--- src/rtl/comp_accum.sv ---
// Streaming signed frame accumulator: sums N_SAMPLES 8-bit samples with
// saturation, tracks min/max, and holds each result until it is taken.
module comp_accum #(
  parameter int N_SAMPLES = 8,
  parameter int SUM_W     = 12,
  parameter int CNT_W     = 8
) (
  input  logic             clk,
  input  logic             rst,
  input  logic             in_valid,
  output logic             in_ready,
  input  logic [7:0]       in_data,
  output logic             out_valid,
  input  logic             out_ready,
  output logic [SUM_W-1:0] out_sum,
  output logic [7:0]       out_min,
  output logic [7:0]       out_max,
  output logic             out_ovf
);

  typedef enum logic {ACC, HOLD} state_t;

  localparam logic [SUM_W-1:0] POS_LIM =
    {1'b0, {(SUM_W-1){1'b1}}};
  localparam logic [SUM_W-1:0] NEG_LIM =
    {1'b1, {(SUM_W-1){1'b0}}};
  localparam logic [CNT_W-1:0] LAST =
    CNT_W'(N_SAMPLES - 1);

  state_t           state_q, state_d;
  logic [CNT_W-1:0] cnt_q, cnt_d;
  logic [SUM_W-1:0] acc_q, acc_d;
  logic             ovf_q, ovf_d;
  logic [7:0]       min_q, min_d;
  logic [7:0]       max_q, max_d;
  logic [SUM_W-1:0] osum_q, osum_d;
  logic [7:0]       omin_q, omin_d;
  logic [7:0]       omax_q, omax_d;
  logic             oovf_q, oovf_d;

  logic [SUM_W:0]   sum_ext;
  logic [SUM_W-1:0] sum_sat;
  logic             sat;
  logic [7:0]       min_new;
  logic [7:0]       max_new;

  // One guard bit: top two bits disagree exactly when the add left range.
  assign sum_ext = {acc_q[SUM_W-1], acc_q}
                 + {{(SUM_W-7){in_data[7]}}, in_data};

  always_comb begin
    sat     = 1'b0;
    sum_sat = sum_ext[SUM_W-1:0];
    if (!sum_ext[SUM_W] && sum_ext[SUM_W-1]) begin
      sat     = 1'b1;
      sum_sat = POS_LIM;
    end else if (sum_ext[SUM_W] && !sum_ext[SUM_W-1]) begin
      sat     = 1'b1;
      sum_sat = NEG_LIM;
    end
  end

  assign min_new = ($signed(in_data) < $signed(min_q))
                 ? in_data : min_q;
  assign max_new = ($signed(in_data) > $signed(max_q))
                 ? in_data : max_q;

  always_comb begin
    state_d = state_q;
    cnt_d   = cnt_q;
    acc_d   = acc_q;
    ovf_d   = ovf_q;
    min_d   = min_q;
    max_d   = max_q;
    osum_d  = osum_q;
    omin_d  = omin_q;
    omax_d  = omax_q;
    oovf_d  = oovf_q;
    unique case (state_q)
      ACC: begin
        if (in_valid) begin
          acc_d = sum_sat;
          ovf_d = ovf_q | sat;
          min_d = min_new;
          max_d = max_new;
          cnt_d = cnt_q + 1'b1;
          if (cnt_q == LAST) begin
            state_d = HOLD;
            osum_d  = sum_sat;
            omin_d  = min_new;
            omax_d  = max_new;
            oovf_d  = ovf_q | sat;
          end
        end
      end
      HOLD: begin
        if (out_ready) begin
          state_d = ACC;
          cnt_d   = '0;
          acc_d   = '0;
          ovf_d   = 1'b0;
          min_d   = 8'h7F;
          max_d   = 8'h80;
        end
      end
    endcase
  end

  always_ff @(posedge clk) begin
    if (rst) begin
      state_q <= ACC;
      cnt_q   <= '0;
      acc_q   <= '0;
      ovf_q   <= 1'b0;
      min_q   <= 8'h7F;
      max_q   <= 8'h80;
      osum_q  <= '0;
      omin_q  <= '0;
      omax_q  <= '0;
      oovf_q  <= 1'b0;
    end else begin
      state_q <= state_d;
      cnt_q   <= cnt_d;
      acc_q   <= acc_d;
      ovf_q   <= ovf_d;
      min_q   <= min_d;
      max_q   <= max_d;
      osum_q  <= osum_d;
      omin_q  <= omin_d;
      omax_q  <= omax_d;
      oovf_q  <= oovf_d;
    end
  end

  assign in_ready  = (state_q == ACC);
  assign out_valid = (state_q == HOLD);
  assign out_sum   = osum_q;
  assign out_min   = omin_q;
  assign out_max   = omax_q;
  assign out_ovf   = oovf_q;

endmodule
--- config.mk ---
export PLATFORM = sky130hd
export DESIGN_NAME = comp_accum
export DESIGN_NICKNAME = d
export VERILOG_FILES = /design/src/rtl/comp_accum.sv
export SDC_FILE = /design/constraint.sdc
export NUM_CORES = 1
export LEC_CHECK = 0
export BUFFER_PORTS_ARGS = -buffer_cell sky130_fd_sc_hd__buf_2
export CAP_MARGIN = 20
export CORE_MARGIN = 1.5
export CORE_UTILIZATION = 60
export DETAILED_ROUTE_END_ITERATION = 12
export MAX_ROUTING_LAYER = met4
export PLACE_DENSITY_LB_ADDON = 0.12
export SLEW_MARGIN = 20
export SYNTH_ARGS = -nofsm -noshare
export SYNTH_HDL_FRONTEND = slang
export SYNTH_SLANG_ARGS = --single-unit
export TNS_END_PERCENT = 30
--- constraint.sdc ---
create_clock -name clk -period 5.05 [get_ports clk]
set_input_delay 0.2525 -clock clk [delete_from_list [all_inputs] [get_ports clk]]
set_output_delay 0.2525 -clock clk [all_outputs]
set_load 0.005 [all_outputs]
# == Word-level counts from Yosys, hierarchy flattened ==
# Index checks and enable logic that the tools add are counted.
# totals
ff_bits,67
output_inout_bits,31
# op_classes
addsub,2
eq_ne,3
bitwise,2
n_mux,25
reduce_logical,6
n_lt_le_gt_ge,2
# ops
op,n
2-to-1 mux 8 bit,8
2-to-1 mux 12 bit,4
one-hot mux 8 bit (2 select lines),3
one-hot mux 12 bit (2 select lines),1
adder 12 x 8 -> 13 bit,1
"adder 8 x 1 -> 8 bit, second input constant",1
"== test 8 x 3 -> 1 bit, second input constant",1
greater-than comparator 8 bit,1
< comparator 8 bit,1
2-to-1 mux 1 bit,7
"inequality test 2 bit, second input constant",2
one-hot mux 1 bit (2 select lines),2
AND reduction 3 bit,1
logical AND 1 bit,2
logical NOT 1 bit,2
AND reduction 2 bit,1
inverter 1 bit,1
bitwise OR 1 bit,1

# == Longest topological paths before layout ==
# depth
word_depth,8
depth_mapped,14
mapped_depth_nobuf,13

# == Least setup slack after synthesis ==
# OpenSTA, ideal clock, no wires.
# synth_timing
kind,reg-to-reg
start,register acc_q[4]
end,register acc_q[8]
t_arrival_ps,2777
setup_ps,127
path_slack_ps,2146
synth_period_minus_slack_ps,2904
path_buffers,1
stages_incl_launch_ff,15
path_cell_list,dfxtp_1 ha_1 a21o_1 a31oi_1 a21oi_1 o211ai_1 nand2_1 xnor2_1 ha_1 clkbuf_1 nor2_1 a211o_1 a311oi_1 o21ai_0 nor2b_1
# synth_between
elab_chain_len,7
# synth_rtl
item,line_no,rtl
"start, declared",32,"logic [SUM_W-1:0] acc_q, acc_d;"
"start signal, assigned",113,acc_q <= '0;
"start signal, assigned",124,acc_q <= acc_d;
adder 12 x 8 -> 13 bit *,49,"+ {{(SUM_W-7){in_data[7]}}, in_data};"
logical NOT 1 bit,57,end else if (sum_ext[SUM_W] && !sum_ext[SUM_W-1]) begin
logical AND 1 bit,57,
2-to-1 mux 12 bit,57,
2-to-1 mux 12 bit *,54,if (!sum_ext[SUM_W] && sum_ext[SUM_W-1]) begin
2-to-1 mux 12 bit *,81,if (in_valid) begin
one-hot mux 12 bit (2 select lines) *,79,unique case (state_q)
# Every way passes the cells marked *; elsewhere a longest branch is shown, timed or not. The select of a mux whose other input is x is not followed.
# A chain may end at the register's enable or synchronous reset.

# == Final worst setup path ==
# layout_timing
start,register acc_q[7]
end,register acc_q[8]
# Same word-level chain as after synthesis.

==> flow_summary.yaml <==
route:
  vias_per_cell: 6.06
  met2_length_um: 4300
  ant_nets: 0
  wl_um: 9040
  dr.max_layer_used: "met4"
  dr_wl_met3_um: 459
  drc: 0
  via_count: 3293
  wl_met1_um: 4130
  drtIter0Drc: 203
  wl_per_cell_um: 16.7
  drt_pass1_iterations: 5
timing:
  slew-limit-headroom: 0.384
  drv_slew: 0
  max_freq_ghz: 0.306
  rsz0062_at_grt: "no"
  finalSetupTns_ns: 0
  clock_skew_ns: 0.00975
  setup_viol: 0
  hold_viol: 0
  min_period_ns: 3.26
  tightest_slew_ns: 0.923
  period_share: 0.646
yosys:
  synth.distinct_cells: 58
  synth-main-ff-cell: "dfxtp_1"
  synth_seq_cells: 67
  synth_top_area_frac: 0.361
  synthTopCellsByArea: "dfxtp_1, ha_1, nor2_1"
  netlist_area_mm2: 0.00372
  synth_nets: 471
  yosysSeqAreaShare: 0.361
  ys_async_sr_fraction: 0
  yosys_warnings: 0
  synth_area_per_cell_um2: 8.68
  synth_edf_count: 0
  yosysTopAreaCell: "dfxtp_1"
  syn_inst: 428
power:
  p_leak_nw: 1.76
  switching_share: 0.371
  switchingPower_uw: 556
  p_clk_frac: 0.257
  power_density_mw_per_mm2: 365
  p_int_uw: 942
  total_power_mw: 1.50
  seq_power_share: 0.399
  ir_drop_mv: 0.229
  pwr-share-comb: 0.344
hold_path:
  hp-class: "in -> reg"
run_status:
  status: "finished clean"
flow_run:
  max_cap_violations: 0
grt:
  grt_pass1_wl_um: 14600
  antenna_found_initial: 0
  grt_overflow: 0
  grt_util_all_layers: 0.299
  grt_pass1_vias: 3057
  grt_max_degree: 56
die:
  rows: 28
  die_y_um: 81.7
  io_pins: 43
  die_x_um: 81.7
  die-area_mm2: 0.00667
  initial_core_util: 0.624
  placeableCoreArea_mm2: 0.00596
placed_design:
  io_buffers: 42
  routabilityCongestion: 0.957
  hpwl_um: 6250
final_layout:
  diodes: 0
  drive_above_1_share: 0.169
  syn_to_final_growth_pct: 10.4
  final_nets: 506
clock_tree:
  cts_buffers: 9
  cts_resized: 0
  cts_hold_buf: 0
  clkSinkCount: 67
  clkLatencyLatePin_ns: 0.34
  cts_tree: "done"
  postCtsSetupRepairBufs: 0
  clockRootBuffer: "clkbuf_8"
  htreeDepth: 3
  clk_pin_slew_worst_paths_ns: 0.08
  cts.path.max_buffers: 2
setup_path:
  path_class: "reg -> reg"
  worstPathArrival_ns: 3.48
  crit_path_end_kind: "register"
  cp.required_ns: 5.26
  cp_max_fo: 17
  start_kind: "register"
-- power by group through the flow --
| stage | sequential, mW | combinational, mW | clock, mW |
|---|---|---|---|
| 2_1_floorplan | 0.602 | 0.396 | 0 |
| 3_3_place_gp | 0.608 | 0.501 | 0 |
| 3_5_place_dp | 0.610 | 0.506 | 0 |
| 4_1_cts | 0.598 | 0.510 | 0.389 |
| 5_1_grt | 0.603 | 0.578 | 0.412 |
| 6_report | 0.598 | 0.515 | 0.385 |
-- layer usage --
metal	global-route usage	vias up
met1	0.373	1553
met4	0.119	0
met5	-	-
met3	0.0478	12
li1	-	1633
met2	0.483	95
-- synth_stat cells (all sizes together) (8+ instances only) --
cell type and instances:
dfxtp 67, nor2 64, a21oi 36, ha 30, nand2 30, inv 28, a211oi 23, clkbuf 14
o21ai 13, a311oi 10, nor3 8
-- cell families after synthesis --
logic type	share of synthesized area
AOI/OAI and AO/OA	0.275
DFF	0.361
xor gates and xnor gates	0.0189
adders and majority gates	0.106
and+or+nand+nor	0.171
buffers and inverters	0.0566
muxes	0.0108
-- area by class of cell --
class	count	area (um2)
clock buffer	11	131
inverter	28	105
timing repair buffer	45	233
tap	75	93.8
sequential	67	1340
fill	521	1850
clock inverter	5	30.0
multi-input combinational	312	2170
-- worst max-delay path: stages, from the launching register on --
cell	delay (ns)
dfxtp_1	0.34
ha_1	0.36
a21o_1	0.24
a211oi_1	0.34
o211ai_1	0.16
o22ai_1	0.25
inv_1	0.11
ha_1	0.43
a211o_1	0.31
a311oi_1	0.34
o21ai_0	0.11
nor2b_1	0.15
-- sequential cells by signal, indices dropped and copies added, names as in the netlist --
name       count
out_sum       12
min_q          8
out_ovf        1
ovf_q          1
out_min        8
cnt_q          8
out_max        8
out_valid      1
max_q          8
acc_q         12
-- metrics by stage --
stage,util,worst slack [ns],hold slack (ns),area (um2),instances
finish,0.689,1.79,0.253,4100,543
floorplan,-,2.15,0.385,3720,428
global placement,0.662,1.78,0.451,3940,527
detailed placement,0.662,1.70,0.457,3940,527
global route,0.689,1.39,0.266,4100,543
CTS,0.689,1.81,0.245,4100,543
-- cells in the final DEF (no fill, tap or decap), types with 5 or more instances in the layout --
master	Yosys	final
dfxtp_1	67	67
nor2_1	64	64
buf_2	3	42
a21oi_1	34	33
ha_1	30	30
nand2_1	29	29
inv_1	28	28
a211oi_1	13	13
o21ai_0	11	11
a311oi_1	10	10
a211oi_2	10	10
clkbuf_8	0	9
nor3_1	8	8
a21o_1	7	7
a221o_1	7	7
a22o_1	7	7
xor2_1	6	6
nor2b_1	5	5
nand3_1	5	5
a22oi_1	5	5
-- final timing paths --
kind | slack [ns] | cells past startpoint | to | startpoint
worst max-delay path | 1.79 | 11 | acc_q[8] | acc_q[7]
worst min-delay path | 0.25 | 4 | cnt_q[2] | in_valid
worst max register to register | 1.79 | 11 | acc_q[8] | acc_q[7]
worst min register to register | 0.47 | 2 | acc_q[2] | acc_q[2]
Note: power is estimated with default switching activity, not from simulation.
